<file path="src/rtl/npu_sched_pkg.sv">
// Purpose : shared types and constants for the NPU frame scheduler.
// Latency : n/a (types and constants only).
// Backpr. : n/a.
package npu_sched_pkg;

  localparam int NPU_ADDR_W    = 12;
  localparam int NPU_DATA_W    = 8;
  localparam int IMG_WORDS_DEF = 3072;  // 32x32x3

  typedef enum logic [2:0] {
    S_IDLE,
    S_WAIT_SOF,
    S_LOAD,
    S_START,
    S_RUN
  } sched_state_t;

endpackage

</file>
<file path="src/rtl/sat_counter.sv">
// Purpose : saturating up-counter for scheduler statistics.
// Latency : count visible 1 cycle after inc_i.
// Backpr. : none; holds at all-ones instead of wrapping.
//
// Ports: clk, resetn (async active-low), inc_i (count one event),
//        clear_i (synchronous clear, wins over inc_i), cnt_o (current count).
module sat_counter #(
  parameter int CNT_W = 16
) (
  input  logic             clk,
  input  logic             resetn,
  input  logic             inc_i,
  input  logic             clear_i,
  output logic [CNT_W-1:0] cnt_o
);

  logic [CNT_W-1:0] cnt_q;
  logic [CNT_W-1:0] cnt_d;

  always_comb begin
    cnt_d = cnt_q;
    if (clear_i) begin
      cnt_d = '0;
    end else if (inc_i && (cnt_q != {CNT_W{1'b1}})) begin
      cnt_d = cnt_q + 1'b1;
    end
  end

  always_ff @(posedge clk or negedge resetn) begin
    if (!resetn) begin
      cnt_q <= '0;
    end else begin
      cnt_q <= cnt_d;
    end
  end

  assign cnt_o = cnt_q;

endmodule

</file>
<file path="src/rtl/npu_frame_scheduler.sv">
// Purpose : loads one binned frame into NPU input memory, kicks inference, latches the class.
// Latency : pixel -> mem write 1 cycle; last write -> npu_start 1 cycle; npu_done -> result_valid 1 cycle.
// Backpr. : none on the pixel stream; frames arriving during inference are dropped and counted.
//
// Ports:
//   clk, resetn              clock, asynchronous active-low reset
//   enable                   level; schedule inferences continuously while high
//   frame_start              1-cycle start-of-frame pulse
//   pix_valid, pix_data      binned pixel strobe and byte
//   mem_we/mem_addr/mem_din  NPU input-memory write port (registered)
//   npu_start                1-cycle inference kick (registered)
//   npu_done, npu_class      inference completion pulse and class index
//   result_valid/_class      1-cycle result pulse and last completed class
//   timeout_err              sticky inference timeout flag
//   drop_cnt, short_cnt      saturating dropped-frame / short-frame counters
//   busy                     high while in START or RUN
module npu_frame_scheduler
  import npu_sched_pkg::*;
#(
  parameter int IMG_WORDS   = IMG_WORDS_DEF,  // must be <= 2**NPU_ADDR_W
  parameter int CLASS_W     = 5,
  parameter int TIMEOUT_CYC = 2000000,
  parameter int CNT_W       = 16
) (
  input  logic                  clk,
  input  logic                  resetn,
  input  logic                  enable,
  input  logic                  frame_start,
  input  logic                  pix_valid,
  input  logic [NPU_DATA_W-1:0] pix_data,
  output logic                  mem_we,
  output logic [NPU_ADDR_W-1:0] mem_addr,
  output logic [NPU_DATA_W-1:0] mem_din,
  output logic                  npu_start,
  input  logic                  npu_done,
  input  logic [CLASS_W-1:0]    npu_class,
  output logic                  result_valid,
  output logic [CLASS_W-1:0]    result_class,
  output logic                  timeout_err,
  output logic [CNT_W-1:0]      drop_cnt,
  output logic [CNT_W-1:0]      short_cnt,
  output logic                  busy
);

  localparam int TMO_W = (TIMEOUT_CYC > 1) ? $clog2(TIMEOUT_CYC) : 1;
  localparam logic [NPU_ADDR_W-1:0] LAST_ADDR = NPU_ADDR_W'(IMG_WORDS - 1);
  localparam logic [TMO_W-1:0]      TMO_LAST  = TMO_W'(TIMEOUT_CYC - 1);

  sched_state_t          state_q, state_d;
  logic [NPU_ADDR_W-1:0] wr_ptr_q, wr_ptr_d;
  logic                  we_q, we_d;
  logic [NPU_ADDR_W-1:0] addr_q, addr_d;
  logic [NPU_DATA_W-1:0] din_q, din_d;
  logic                  start_q, start_d;
  logic                  rv_q, rv_d;
  logic [CLASS_W-1:0]    class_q, class_d;
  logic                  terr_q, terr_d;
  logic [TMO_W-1:0]      tmo_q, tmo_d;
  logic                  enable_q;
  logic                  drop_inc, short_inc;
  logic [NPU_ADDR_W-1:0] wr_idx;

  always_comb begin
    state_d   = state_q;
    wr_ptr_d  = wr_ptr_q;
    we_d      = 1'b0;
    addr_d    = addr_q;
    din_d     = din_q;
    start_d   = 1'b0;
    rv_d      = 1'b0;
    class_d   = class_q;
    terr_d    = terr_q;
    tmo_d     = tmo_q;
    drop_inc  = 1'b0;
    short_inc = 1'b0;
    wr_idx    = '0;

    // Re-enabling acknowledges a previous timeout; a timeout in this same
    // cycle still sets the flag below.
    if (enable && !enable_q) begin
      terr_d = 1'b0;
    end

    case (state_q)
      S_IDLE: begin
        if (enable) begin
          state_d = S_WAIT_SOF;
        end
      end

      S_WAIT_SOF, S_LOAD: begin
        if (!enable) begin
          // Partial frame is abandoned; nothing more is written.
          state_d = S_IDLE;
        end else begin
          if (frame_start) begin
            state_d   = S_LOAD;
            wr_ptr_d  = '0;
            short_inc = (state_q == S_LOAD);
          end
          // A pixel coinciding with frame_start is the first word of the new frame.
          if (pix_valid && (frame_start || (state_q == S_LOAD))) begin
            wr_idx = frame_start ? '0 : wr_ptr_q;
            we_d   = 1'b1;
            addr_d = wr_idx;
            din_d  = pix_data;
            if (wr_idx == LAST_ADDR) begin
              state_d = S_START;
            end else begin
              wr_ptr_d = wr_idx + 1'b1;
            end
          end
        end
      end

      S_START: begin
        start_d = 1'b1;
        tmo_d   = '0;
        state_d = S_RUN;
      end

      S_RUN: begin
        drop_inc = frame_start;
        if (npu_done) begin
          class_d = npu_class;
          rv_d    = 1'b1;
          state_d = enable ? S_WAIT_SOF : S_IDLE;
        end else if (tmo_q == TMO_LAST) begin
          terr_d  = 1'b1;
          state_d = enable ? S_WAIT_SOF : S_IDLE;
        end else begin
          tmo_d = tmo_q + 1'b1;
        end
      end

      default: state_d = S_IDLE;
    endcase
  end

  always_ff @(posedge clk or negedge resetn) begin
    if (!resetn) begin
      state_q  <= S_IDLE;
      wr_ptr_q <= '0;
      we_q     <= 1'b0;
      addr_q   <= '0;
      din_q    <= '0;
      start_q  <= 1'b0;
      rv_q     <= 1'b0;
      class_q  <= '0;
      terr_q   <= 1'b0;
      tmo_q    <= '0;
      enable_q <= 1'b0;
    end else begin
      state_q  <= state_d;
      wr_ptr_q <= wr_ptr_d;
      we_q     <= we_d;
      addr_q   <= addr_d;
      din_q    <= din_d;
      start_q  <= start_d;
      rv_q     <= rv_d;
      class_q  <= class_d;
      terr_q   <= terr_d;
      tmo_q    <= tmo_d;
      enable_q <= enable;
    end
  end

  sat_counter #(.CNT_W(CNT_W)) u_drop_cnt (
    .clk     (clk),
    .resetn  (resetn),
    .inc_i   (drop_inc),
    .clear_i (1'b0),
    .cnt_o   (drop_cnt)
  );

  sat_counter #(.CNT_W(CNT_W)) u_short_cnt (
    .clk     (clk),
    .resetn  (resetn),
    .inc_i   (short_inc),
    .clear_i (1'b0),
    .cnt_o   (short_cnt)
  );

  assign mem_we       = we_q;
  assign mem_addr     = addr_q;
  assign mem_din      = din_q;
  assign npu_start    = start_q;
  assign result_valid = rv_q;
  assign result_class = class_q;
  assign timeout_err  = terr_q;
  assign busy         = (state_q == S_START) || (state_q == S_RUN);

endmodule

</file>
<file path="config.mk">
export PLATFORM = sky130hd
export DESIGN_NAME = npu_frame_scheduler
export DESIGN_NICKNAME = d
export VERILOG_FILES = /design/src/rtl/npu_sched_pkg.sv /design/src/rtl/sat_counter.sv /design/src/rtl/npu_frame_scheduler.sv
export SDC_FILE = /design/constraint.sdc
export NUM_CORES = 1
export LEC_CHECK = 0
export CAP_MARGIN = 40
export CORE_MARGIN = 3
export CORE_UTILIZATION = 35
export CTS_CLUSTER_DIAMETER = 50
export DETAILED_ROUTE_END_ITERATION = 10
export GPL_TIMING_DRIVEN = 0
export PLACE_DENSITY = 0.67
export SYNTH_ARGS = -nofsm -noshare
export SYNTH_HDL_FRONTEND = slang
export SYNTH_SLANG_ARGS = --single-unit
</file>
<file path="constraint.sdc">
create_clock -name clk -period 2.4 [get_ports clk]
set_input_delay 0.24 -clock clk [delete_from_list [all_inputs] [get_ports clk]]
set_output_delay 0.24 -clock clk [all_outputs]
set_load 0.02 [all_outputs]
</file>
Word-level counts from Yosys, hierarchy flattened. Cells that the tools add are included.

Input port bits: 19. Output and inout bits: 62. Bits in registers: 98.

Add/subtract/negate cells: 4. Equal/unequal tests: 12. Muxes and demuxes: 29. Reductions and logical operators: 15.

Operator list (number): 21-bit 2-to-1 mux (2); 21-bit case mux with 2 select lines (1); 12-bit 2-to-1 mux (3); 16-bit by 1-bit adder with 16-bit output, second input constant (2); 16-bit != test, second input constant (2); 21-bit by 1-bit adder with 21-bit output, second input constant (1); 21-bit equality test, second input constant (1); 3-bit 2-to-1 mux (7); 1-bit 2-to-1 mux (15); 12-bit by 1-bit adder with 12-bit output, second input constant (1); 12-bit equality test, second input constant (1); 3-bit case mux with 4 select lines (1); 3-bit by 2-bit equality test with 1-bit output, second input constant (2); 2-bit != test, second input constant (3); 2-bit AND reduction (3); 3-bit AND reduction (2); 1-bit logical AND (4); 3-bit by 1-bit equality test with 1-bit output, second input constant (1); 3-bit equality test, second input constant (1); 3-bit zero test (1); 3-bit != test, second input constant (1); 1-bit logical OR (2); 2-bit nonzero test (1); 2-bit OR reduction (1); 1-bit zero test (1).

Logic depth before layout (Yosys ltp). Gate-level depths: netlist of run 1.

Word-level depth: 6. Depth in mapped cells: 7. Depth with buffers taken out: 6.

Modules after synthesis. Synthesis of run 1 repeated with hierarchy kept, for this count alone.

Cells, all modules: 516. Area, all modules: 4993.5 um^2.

By module, submodules not included: npu_frame_scheduler (area each 3150.5 um^2, times used 1, cells an instance 322); sat_counter (u_drop_cnt) (area each 942.2 um^2, times used 1, cells an instance 98); sat_counter (u_short_cnt) (area each 900.9 um^2, times used 1, cells an instance 96).

Worst setup path after synthesis of run 1. Ideal clock, no wire load.

Kind: reg2reg. Start point: reg state_q[0]. End point: reg tmo_q[18]. Setup slack: 560 ps. Stages on the path, launching flop included: 7. Clock period less this slack: 1840 ps. Data arrival time: 1762 ps. Required time: 2322 ps. Setup time: 78 ps. Cells stage by stage: dfrtp_1 > buf_2 > nor4b_4 > nand4_1 > buf_2 > or4_1 > a21oi_1.

Longest elaborated chain between the ends: 3. Elaborated cells between the ends (all ways): 7. Those cells by class: 4 x eq/ne; 1 x mux; 2 x reduce/logical.

Ends and longest elaborated chain: from (decl) (RTL line npu_frame_scheduler.sv:49) `sched_state_t state_q, state_d;`; from (signal assigned) (RTL line npu_frame_scheduler.sv:154) `state_q <= state_d;`; 3-bit equality test / 3-bit by 2-bit equality test with 1-bit output (equally long branches) (RTL line npu_frame_scheduler.sv:84) `case (state_q)`; 2-bit != test (no source line) / 2-bit nonzero test (equally long branches); 3-bit AND reduction (no source line); to (signal assigned) (RTL line npu_frame_scheduler.sv:163) `tmo_q <= tmo_d;`; to (decl) (RTL line npu_frame_scheduler.sv:58) `logic [TMO_W-1:0] tmo_q, tmo_d;`.

Parallel ways exist; a longest one is shown, timed or not. A chain may end at the register's enable or synchronous reset.

Worst setup path after layout of run 1.
Start point: in frame_start. End point: reg state_q[0].

Longest elaborated chain between the ends: 6. Elaborated cells between the ends (all ways): 9. Those cells by class: 1 x eq/ne; 6 x mux; 2 x reduce/logical.

Ends and longest elaborated chain: from (decl) (RTL line npu_frame_scheduler.sv:28) `input logic frame_start,`; 12-bit 2-to-1 mux (RTL line npu_frame_scheduler.sv:103) `wr_idx = frame_start ? '0 : wr_ptr_q;`; 12-bit equality test (RTL line npu_frame_scheduler.sv:107) `if (wr_idx == LAST_ADDR) begin`; 3-bit 2-to-1 mux (RTL line npu_frame_scheduler.sv:107); 3-bit 2-to-1 mux (*) (RTL line npu_frame_scheduler.sv:102) `if (pix_valid && (frame_start || (state_q == S_LOAD))) begin`; 3-bit 2-to-1 mux (*) (RTL line npu_frame_scheduler.sv:92) `if (!enable) begin`; 3-bit case mux with 4 select lines (*) (RTL line npu_frame_scheduler.sv:84).

Every way passes the cells marked *; elsewhere a longest branch is shown, timed or not.

==> impl_metrics.py, run 1 <==
metrics = {
    "die": {
        "rows": 42,
        "coreArea_mm2": 0.0133,
        "start_util": 0.360,
        "io_pins": 81,
        "die_w_um": 123,
        "die_y_um": 123,
        "die_area_mm2": 0.0152,
    },
    "timing": {
        "rsz0062_at_grt": "false",
        "worst_clock_skew_ps": 5.40,
        "relSlewSlack": 0.594,
        "final_hold_viol_count": 0,
        "fin_crit_ps": 2280,
        "slew_viol_final": 0,
        "final-setup-viol-count": 0,
        "worst_slew_pin_slew_ps": 603,
        "finalCritPeriodShare": 0.951,
        "clock.fmax_ghz": 0.438,
    },
    "setup_path": {
        "cp.arrival_ps": 2540,
        "end_kind": "flip-flop",
        "start_kind": "primary input",
        "path_max_fanout": 10,
        "worst-setup-path-type": "in2reg",
        "required_ps": 2650,
    },
    "synth": {
        "synth_cell_type_count": 54,
        "syn_nets": 480,
        "synth_edf_count": 0,
        "synthesis.area_mm2": 0.00481,
        "synth_flop_cell": "dfrtp_1",
        "yosys_warnings": 0,
        "ys_seq_elements": 98,
        "synthArstFlopShare": 1.00,
        "syn_area_per_cell_um2": 10.5,
        "ys_seq_area_frac": 0.510,
        "postSynthCellCount": 457,
    },
    "power": {
        "ir_drop_uv": 384,
        "power_leakage_uw": 0.00263,
        "p_per_area_mw_per_mm2": 694,
        "power_uw": 4270,
    },
    "layout": {
        "areaGrowthSynthToFinish_pct": 27.9,
        "fill_cells": 1290,
        "nets": 573,
        "final_cells": 730,
        "diodes": 0,
        "drive_gt1_frac": 0.0903,
        "utilization": 0.461,
    },
    "cts": {
        "clk_latency_ps": 340,
        "cts_buffers": 9,
        "cts_tree": "built",
        "htree_levels": 3,
        "clkTransAtPathRegs_ps": 60,
        "cts_root_buffer": "clkbuf_16",
        "clockBufferDepth": 2,
        "cts_setup_buffers": 0,
        "cts_sinks": 98,
    },
    "route": {
        "vias": 3821,
        "postRouteAntennaNets": 0,
        "wl_mm": 10.7,
        "drc_errors": 0,
        "viasPerCell": 5.23,
        "drtPass1Iterations": 4,
        "wl_per_cell_um": 14.7,
        "drt-initial-drc-count": 205,
    },
    "placed_design": {
        "dp_hpwl_mm": 7.72,
        "placed_cells": 715,
        "io_buffers": 80,
        "gp_congestion": 0.822,
    },
    "run_status": {
        "status": "finished clean",
    },
    "global_routing": {
        "grt_antenna_before_repair": 0,
        "overflow": 0,
        "grt_pass1_wl_mm": 18.2,
        "grt_max_degree": 58,
        "grt_pass1_vias": 3842,
        "grt_usage": 0.149,
    },
    "min_path": {
        "hold_path_class": "in2async",
    },
    "run": {
        "cap_violations": 0,
    },
}
## logic make-up after synthesis
kind of cell | after synthesis | synth area share
simple gates | 193 | 0.240
fa+ha+maj | 4 | 0.0104
compound gates | 71 | 0.0929
buf+inv | 30 | 0.0247
mux | 24 | 0.0547
xor+xnor | 37 | 0.0674
flops | 98 | 0.510
## registers in the layout, summed over array words and instances, names as in the netlist, 3 cells and up
| name | cells |
|---|---|
| state_q | 3 |
| tmo_q | 21 |
| u_drop_cnt.cnt_o | 16 |
| u_short_cnt.cnt_o | 16 |
| result_class | 5 |
| mem_addr | 12 |
| wr_ptr_q | 12 |
| mem_din | 8 |
## final cells by class
cell class                 count  area (um2)  area share
clock inverter                 4        28.8     0.00468
tap                          176         220      0.0358
buffer                        18        75.1      0.0122
timing repair buffer          83         838       0.136
sequential                    98        2450       0.399
inverter                      11        41.3     0.00672
multi-input combinational    329        2260       0.368
clock buffer                  11         233      0.0379
## path summary, 6_finish.rpt
kind | start | endpoint | slack, ps | cells after the start
max | frame_start | state_q[0]$_DFFE_PN0P_ | 120 | 9
min | resetn | u_drop_cnt.cnt_o[9]$_DFFE_PN0P_ | 430 | 2
max reg2reg | state_q[0]$_DFFE_PN0P_ | tmo_q[20]$_DFFE_PN0P_ | 350 | 6
min reg2reg | enable_q$_DFF_PN0_ | timeout_err$_DFF_PN0_ | 470 | 2
max in group asynchronous | resetn | mem_din[4]$_DFFE_PN0P_ | 1300 | 3
min in group clk | enable_q$_DFF_PN0_ | timeout_err$_DFF_PN0_ | 470 | 2
## synth_stat cells, drive strengths merged, types with 5 or more instances
cell type	number	area [um2]
nand4b	6	52.6
buf	6	28.8
xor2	25	219
inv	11	41.3
dfrtp	98	2450
nor2	9	33.8
mux2i	6	60.1
nor3	13	65.1
nand3b	5	37.5
and3	7	43.8
o21ai	18	90.1
mux2	18	203
or4	8	60.1
clkbuf	13	48.8
nor3b	6	45.0
nand2b	8	50.1
nand4	19	119
o31ai	9	67.6
a21oi	21	105
nand3	17	85.1
xnor2	12	105
and4	8	70.1
a211oi	5	37.5
nor4	7	65.1
nand2	53	199
or2	6	37.5
## power by group
part,leakage (uW),internal (uW),switching (uW)
clock network,0.000122,700,612
logic,0.00118,476,454
registers,0.00132,1860,168
total,0.00263,3030,1230
## layout by cell type (no fill, tap or decap), types with 9 or more instances in the layout
cell type / count
a21oi_1: 21
o21ai_0: 13
nand4_1: 19
o31ai_1: 9
nand2_1: 53
xnor2_1: 12
xor2_1: 25
nor3_1: 13
mux2_2: 17
dfrtp_1: 98
clkbuf_16: 9
clkdlybuf4s50_1: 78
inv_1: 11
nor2_1: 9
clkbuf_1: 13
nand3_1: 17
## routing by layer
metal  vias to the layer above  global-route usage  wire length [um]  share of wire
met5                         -                   0                 0              0
met4                         0              0.0561                87         0.0081
met3                         9              0.0375               591          0.055
met2                        85               0.240              5160           0.48
met1                      1869               0.194              4900           0.46
li1                       1858                   -                 -              -
## stage by stage
stage | cell area, um2 | setup slack, ps | hold slack, ps | setup TNS, ps
after floorplan | 4810 | 560 | -55.6 | 0
after global placement | 5830 | -2610 | 449 | -258940
after detailed placement | 5860 | -491 | 271 | -3270
after CTS | 6130 | 16.2 | 446 | 0
after global routing | 6150 | 4.11 | 479 | 0
final | 6150 | 118 | 431 | 0
## timing repair
| item | CTS | global route |
|---|---|---|
| hold buffers | 1 | 0 |
| hold endpoints to repair | 41 | 0 |
| pin swaps | 0 | 0 |
| endpoints found under the setup margin | 5 | 5 |
| gates resized for setup | 3 | 4 |
## worst max-delay path: stages
cell and delay, ps:
clkdlybuf4s50_1 590, clkbuf_2 290, nor2b_1 200, ha_1 230, nand4_1 180, nor4_4 260
buf_1 200, nand4b_1 110, a211oi_1 230
Note: power is estimated with default switching activity, not from simulation.
==> run 2, diff against run 1 <==
--- a/config.mk
+++ b/config.mk
@@ -7,11 +7,12 @@
 export LEC_CHECK = 0
 export CAP_MARGIN = 40
 export CORE_MARGIN = 3
-export CORE_UTILIZATION = 35
+export CORE_UTILIZATION = 53
 export CTS_CLUSTER_DIAMETER = 50
+export CTS_CLUSTER_SIZE = 24
 export DETAILED_ROUTE_END_ITERATION = 10
 export GPL_TIMING_DRIVEN = 0
-export PLACE_DENSITY = 0.67
+export PLACE_DENSITY = 0.9
 export SYNTH_ARGS = -nofsm -noshare
 export SYNTH_HDL_FRONTEND = slang
 export SYNTH_SLANG_ARGS = --single-unit
==> constraint.sdc (replaced) <==
create_clock -name clk -period 2.4 [get_ports clk]
set_input_delay 0.48 -clock clk [delete_from_list [all_inputs] [get_ports clk]]
set_output_delay 0.48 -clock clk [all_outputs]
set_load 0.02 [all_outputs]
==> run 2 against run 1 <==
Utilization is 22 points higher; fmax grew 2.8%; sequential power hardly changed; non-clock buffer count shrank 1; critical path type is now reg2out.
==> impl_metrics.py, run 2 (synthesis results as in run 1) <==
metrics = {
    "timing": {
        "holdWs_ps": 30.0,
        "slew_viol_final": 0,
        "final-setup-viol-count": 0,
        "clock.fmax_ghz": 0.451,
        "worst_slew_pin_slew_ps": 728,
        "final_hold_viol_count": 0,
        "worst_slack_ps": 181,
        "relSlewSlack": 0.510,
        "rsz0062_at_grt": "false",
        "finalCritPeriodShare": 0.925,
        "fin_crit_ps": 2220,
        "worst_clock_skew_ps": 13.3,
    },
    "die": {
        "die_w_um": 101,
        "io_pins": 81,
        "die_area_mm2": 0.0102,
        "start_util": 0.549,
        "die_y_um": 101,
        "coreArea_mm2": 0.00876,
        "rows": 34,
    },
    "route": {
        "wl_mm": 10.6,
        "wl_per_cell_um": 16.1,
        "drtPass1Iterations": 9,
        "viasPerCell": 5.90,
        "postRouteAntennaNets": 0,
        "drc_errors": 0,
        "drt-initial-drc-count": 186,
        "vias": 3906,
    },
    "setup_path": {
        "crit_family": "simple AND/OR/NAND/NOR gates",
        "start_kind": "flip-flop",
        "r2r-start": "tmo_q[0]$_DFFE_PN0P_",
        "slowest_delay_ps": 430,
        "cp_cell_sequence": "clkbuf_1 -> or2_2 -> nand2_1 -> clkdlybuf4s15_2",
        "required_ps": 1920,
        "startpoint": "state_q[2]$_DFFE_PN0P_",
        "path_max_fanout": 12,
        "end_kind": "output pin",
        "worst-setup-path-type": "reg2out",
        "critPathSlowestCell": "or2_2",
        "cp.arrival_ps": 1740,
        "crit_buf_inv": 2,
    },
    "layout": {
        "mostFrequentLayoutCell": "dfrtp_1",
        "layout_common_cells": "98 x dfrtp_1, 77 x clkdlybuf4s50_1, 53 x nand2_1",
        "largest_register_ffs": 21,
        "areaGrowthSynthToFinish_pct": 24.4,
        "diodes": 0,
        "nets": 572,
        "regMostFlops": "tmo_q",
        "drive_gt1_frac": 0.0993,
    },
    "cts": {
        "cts_buffers": 9,
        "cts_setup_buffers": 0,
        "cts_sinks": 98,
        "clk_latency_ps": 360,
        "cts_tree": "built",
        "htree_levels": 3,
        "cts_root_buffer": "clkbuf_8",
        "clockBufferDepth": 2,
        "cts_repair_resize_count": 8,
        "hold_buffers": 0,
        "clkTransAtPathRegs_ps": 100,
    },
    "min_path": {
        "hold_path_class": "in2async",
    },
    "power": {
        "ir_drop_uv": 536,
        "p_per_area_mw_per_mm2": 655,
        "power_leakage_uw": 0.00258,
    },
    "placed_design": {
        "dp_hpwl_mm": 7.71,
        "io_buffers": 80,
        "dp_slack_ps": -643,
        "gp_congestion": 0.897,
    },
    "global_routing": {
        "grt_antenna_before_repair": 0,
        "grt_usage": 0.212,
        "overflow": 0,
        "grt_pass1_vias": 3835,
        "grt_pass1_wl_mm": 17.9,
        "grt_max_degree": 71,
    },
    "run_status": {
        "status": "finished clean",
    },
    "run": {
        "cap_violations": 0,
    },
}
## run 2: per-stage QoR
step | power [uW] | setup TNS (ps) | instance area, um2 | std cells | util
after global placement | 2950 | -264950 | 5740 | 645 | 0.655
final | 3920 | 0 | 5980 | 662 | 0.682
after detailed placement | 2990 | -5230 | 5770 | 647 | 0.659
after global routing | 4110 | 0 | 5980 | 662 | 0.682
after CTS | 3950 | -5.67 | 5960 | 663 | 0.680
after floorplan | 2520 | 0 | 4810 | 457 | -
## run 2: per-layer routing
| layer | routed length (um) | GRT usage | up-vias |
|---|---|---|---|
| met4 | 105 | 0.0460 | 0 |
| li1 | - | - | 1850 |
| met5 | 0 | 0 | - |
| met2 | 5320 | 0.363 | 114 |
| met1 | 4630 | 0.274 | 1930 |
| met3 | 598 | 0.0537 | 12 |
## run 2: worst paths after layout
| path | to | slack, ps | cells past startpoint |
|---|---|---|---|
| max | busy | 180 | 4 |
| min | u_drop_cnt.cnt_o[10]$_DFFE_PN0P_ | 30 | 1 |
| max reg2reg | tmo_q[20]$_DFFE_PN0P_ | 310 | 6 |
| min reg2reg | timeout_err$_DFF_PN0_ | 480 | 2 |
| max in group asynchronous | u_short_cnt.cnt_o[4]$_DFFE_PN0P_ | 1710 | 2 |
| min in group clk | timeout_err$_DFF_PN0_ | 480 | 2 |
## run 2: report_power, final
group          total (uW)  switching (uW)  leakage, uW  internal, uW
combinational         934             457      0.00119           476
sequential           2020             162      0.00132          1850
clock                 965             583    0.0000722           382
total                3920            1200      0.00258          2710
## run 2: worst reg2reg max path, cell delays in order (launching register included)
cell	delay, ps
dfrtp_1	410
ha_1	270
and4_1	300
nand4_1	150
buf_2	220
or4_1	520
a21oi_1	150
## run 2: layout make-up
cell class / count / area, um2
timing repair buffer: 82 / 835
sequential: 98 / 2450
inverter: 11 / 41.3
buffer: 18 / 77.6
clock buffer: 11 / 131
multi-input combinational: 329 / 2270
clock inverter: 5 / 38.8
fill: 667 / 2780
tap: 108 / 135
==> run 3, diff against run 2 <==
--- a/config.mk
+++ b/config.mk
@@ -7,12 +7,12 @@
 export LEC_CHECK = 0
 export CAP_MARGIN = 40
 export CORE_MARGIN = 3
-export CORE_UTILIZATION = 53
+export CORE_UTILIZATION = 57
 export CTS_CLUSTER_DIAMETER = 50
 export CTS_CLUSTER_SIZE = 24
 export DETAILED_ROUTE_END_ITERATION = 10
-export GPL_TIMING_DRIVEN = 0
-export PLACE_DENSITY = 0.9
+export MAX_ROUTING_LAYER = met4
+export PLACE_DENSITY = 0.95
 export SYNTH_ARGS = -nofsm -noshare
 export SYNTH_HDL_FRONTEND = slang
 export SYNTH_SLANG_ARGS = --single-unit
==> constraint.sdc (replaced) <==
create_clock -name clk -period 2.8 [get_ports clk]
set_input_delay 0.56 -clock clk [delete_from_list [all_inputs] [get_ports clk]]
set_output_delay 0.56 -clock clk [all_outputs]
set_load 0.02 [all_outputs]
==> run 3 against run 2 <==
Combinational power down 15%; sequential share of layout area up 0.35 points; setup slack worse by 53 ps; critical path type unchanged; via count down 0.69%; largest power group unchanged; critical endpoint unchanged; register-to-register slack better by 340 ps; largest cell class unchanged; routed wire length down 0.49%; sequential power down 14%; sequential cell count unchanged; die area down 6.6%; cell area down 0.84%.
==> impl_metrics.py, run 3 (synthesis results as in run 1) <==
metrics = {
    "power": {
        "ir_drop_uv": 474,
        "p_per_area_mw_per_mm2": 570,
        "switching_share": 0.305,
        "seqPwrFrac": 0.516,
        "p_switching_uw": 1030,
        "power_leakage_uw": 0.00256,
        "power_frac_comb": 0.235,
        "p_int_uw": 2350,
        "power_uw": 3380,
        "p_clk_frac": 0.249,
    },
    "die": {
        "die_y_um": 97.8,
        "die_area_mm2": 0.00957,
        "io_pins": 81,
        "start_util": 0.603,
        "die_w_um": 97.8,
        "coreArea_mm2": 0.00797,
        "rows": 32,
    },
    "setup_path": {
        "start_kind": "flip-flop",
        "worst-setup-path-type": "reg2out",
        "slowest_delay_ps": 600,
        "cp_common_cell": "nand2_1",
        "end_kind": "output pin",
        "crit_family": "buffers and inverters",
        "reg2reg_depth": 6,
        "cp_cell_sequence": "nand2_1 -> or2_2 -> nand2_1 -> clkdlybuf4s50_1",
        "rrSetupSlack_ps": 650,
        "required_ps": 2240,
        "r2r-start": "wr_ptr_q[0]$_DFFE_PN0P_",
        "critPathSlowestCell": "clkdlybuf4s50_1",
        "path_max_fanout": 12,
        "rr_endpoint": "wr_ptr_q[6]$_DFFE_PN0P_",
        "crit_buf_inv": 1,
        "cp.arrival_ps": 2110,
    },
    "min_path": {
        "hold_path_class": "in2async",
    },
    "cts": {
        "cts_sinks": 98,
        "clkTransAtPathRegs_ps": 90,
        "cts_root_buffer": "clkbuf_8",
        "cts_buffers": 9,
        "clk_latency_ps": 360,
        "htree_levels": 3,
        "cts_tree": "built",
        "cts_setup_buffers": 0,
        "clockBufferDepth": 2,
    },
    "placed_design": {
        "io_buffers": 80,
        "gp_congestion": 0.838,
        "dp_slack_ps": -125,
        "dp_hpwl_mm": 7.65,
    },
    "timing": {
        "worst_slack_ps": 127,
        "fin_crit_ps": 2670,
        "rsz0062_at_grt": "false",
        "relSlewSlack": 0.448,
        "slew_viol_final": 0,
        "final_hold_viol_count": 0,
        "worst_clock_skew_ps": 10.1,
        "final-setup-viol-count": 0,
        "worst_slew_pin_slew_ps": 807,
        "clock.fmax_ghz": 0.374,
        "finalCritPeriodShare": 0.955,
    },
    "route": {
        "drc_errors": 0,
        "postRouteAntennaNets": 0,
        "drt-initial-drc-count": 256,
        "vias": 3879,
        "drtPass1Iterations": 5,
        "wl_mm": 10.6,
        "wl_per_cell_um": 16.4,
        "viasPerCell": 6.00,
    },
    "global_routing": {
        "grt_usage": 0.228,
        "grt_antenna_before_repair": 0,
        "grt_pass1_wl_mm": 17.8,
        "grt_max_degree": 53,
        "grt_pass1_vias": 3885,
        "overflow": 0,
    },
    "layout": {
        "layout_common_cells": "98 x dfrtp_1, 79 x clkdlybuf4s50_1, 53 x nand2_1",
        "nets": 562,
        "diodes": 0,
        "areaGrowthSynthToFinish_pct": 23.4,
        "largest_register_ffs": 21,
        "regMostFlops": "tmo_q",
        "drive_gt1_frac": 0.0993,
        "mostFrequentLayoutCell": "dfrtp_1",
    },
    "run": {
        "cap_violations": 0,
    },
    "run_status": {
        "status": "finished clean",
    },
}
run 3: changes by cell type in the layout (fill, tap and decap cells not counted), moves of 2 or more:
cell | previous run | this run
clkdlybuf4s50_1 | 77 | 79
a2111oi_0 | 0 | 2
clkbuf_1 | 13 | 1
buf_4 | 2 | 10
a2111oi_2 | 2 | 0
buf_2 | 6 | 0
clkinv_4 | 0 | 2
run 3: cell type report:
class | instances | area (um2)
well taps | 102 | 128
clock buffers | 11 | 141
multi-input cells | 329 | 2240
repair buffers | 90 | 886
fillers | 530 | 2040
clock inverters | 5 | 40.0
inverters | 11 | 41.3
flip-flops and latches | 98 | 2450
run 3: worst max path at each step:
stage | from | end | slack (ps) | cells after the start
after floorplan | frame_start | wr_ptr_q[1]$_DFFE_PN0P_ | 640 | 7
final | state_q[1]$_DFFE_PN0P_ | busy | 130 | 4
after global routing | state_q[1]$_DFFE_PN0P_ | busy | 30 | 4
after global placement | frame_start | wr_ptr_q[6]$_DFFE_PN0P_ | 90 | 7
after CTS | state_q[1]$_DFFE_PN0P_ | busy | 110 | 4
after detailed placement | frame_start | wr_ptr_q[6]$_DFFE_PN0P_ | -120 | 7
run 3: what timing repair did:
item / CTS / global route
resized for setup: 0 / 1
endpoints found under the setup margin: 0 / 1
endpoints found under the hold margin: 0 / 0
hold buffers: 0 / 0
run 3: routing by layer:
| layer | track usage | vias up | wire, um |
|---|---|---|---|
| met5 | - | - | 0 |
| met4 | 0.0639 | 0 | 184 |
| met3 | 0.0400 | 22 | 546 |
| met2 | 0.375 | 141 | 5330 |
| met1 | 0.293 | 1883 | 4540 |
| li1 | - | 1833 | - |
run 3: power by group through the flow:
stage                     Clock (uW)  Combinational, uW  Sequential [uW]
final                            841                795             1740
after global placement             0                773             1750
after detailed placement           0                804             1770
after global routing             916                862             1770
after CTS                        853                808             1740
after floorplan                    0                281             1880
run 3: worst reg2reg max path: stages, from the launching register on:
cell and delay [ps]:
dfrtp_1 410, nor2b_1 160, ha_1 250, nand2_1 150, nor4_2 90, a2111oi_0 760, xnor2_1 180
run 3: metrics by stage:
step,area [um2],std cells,hold WS (ps),setup TNS [ps],util
4_1_cts,5920,646,219,0,0.744
6_report,5930,646,200,0,0.744
2_1_floorplan,4810,457,264,0,-
3_3_place_gp,5740,630,447,0,0.721
3_5_place_dp,5740,630,472,-281,0.721
5_1_grt,5930,646,236,0,0.744
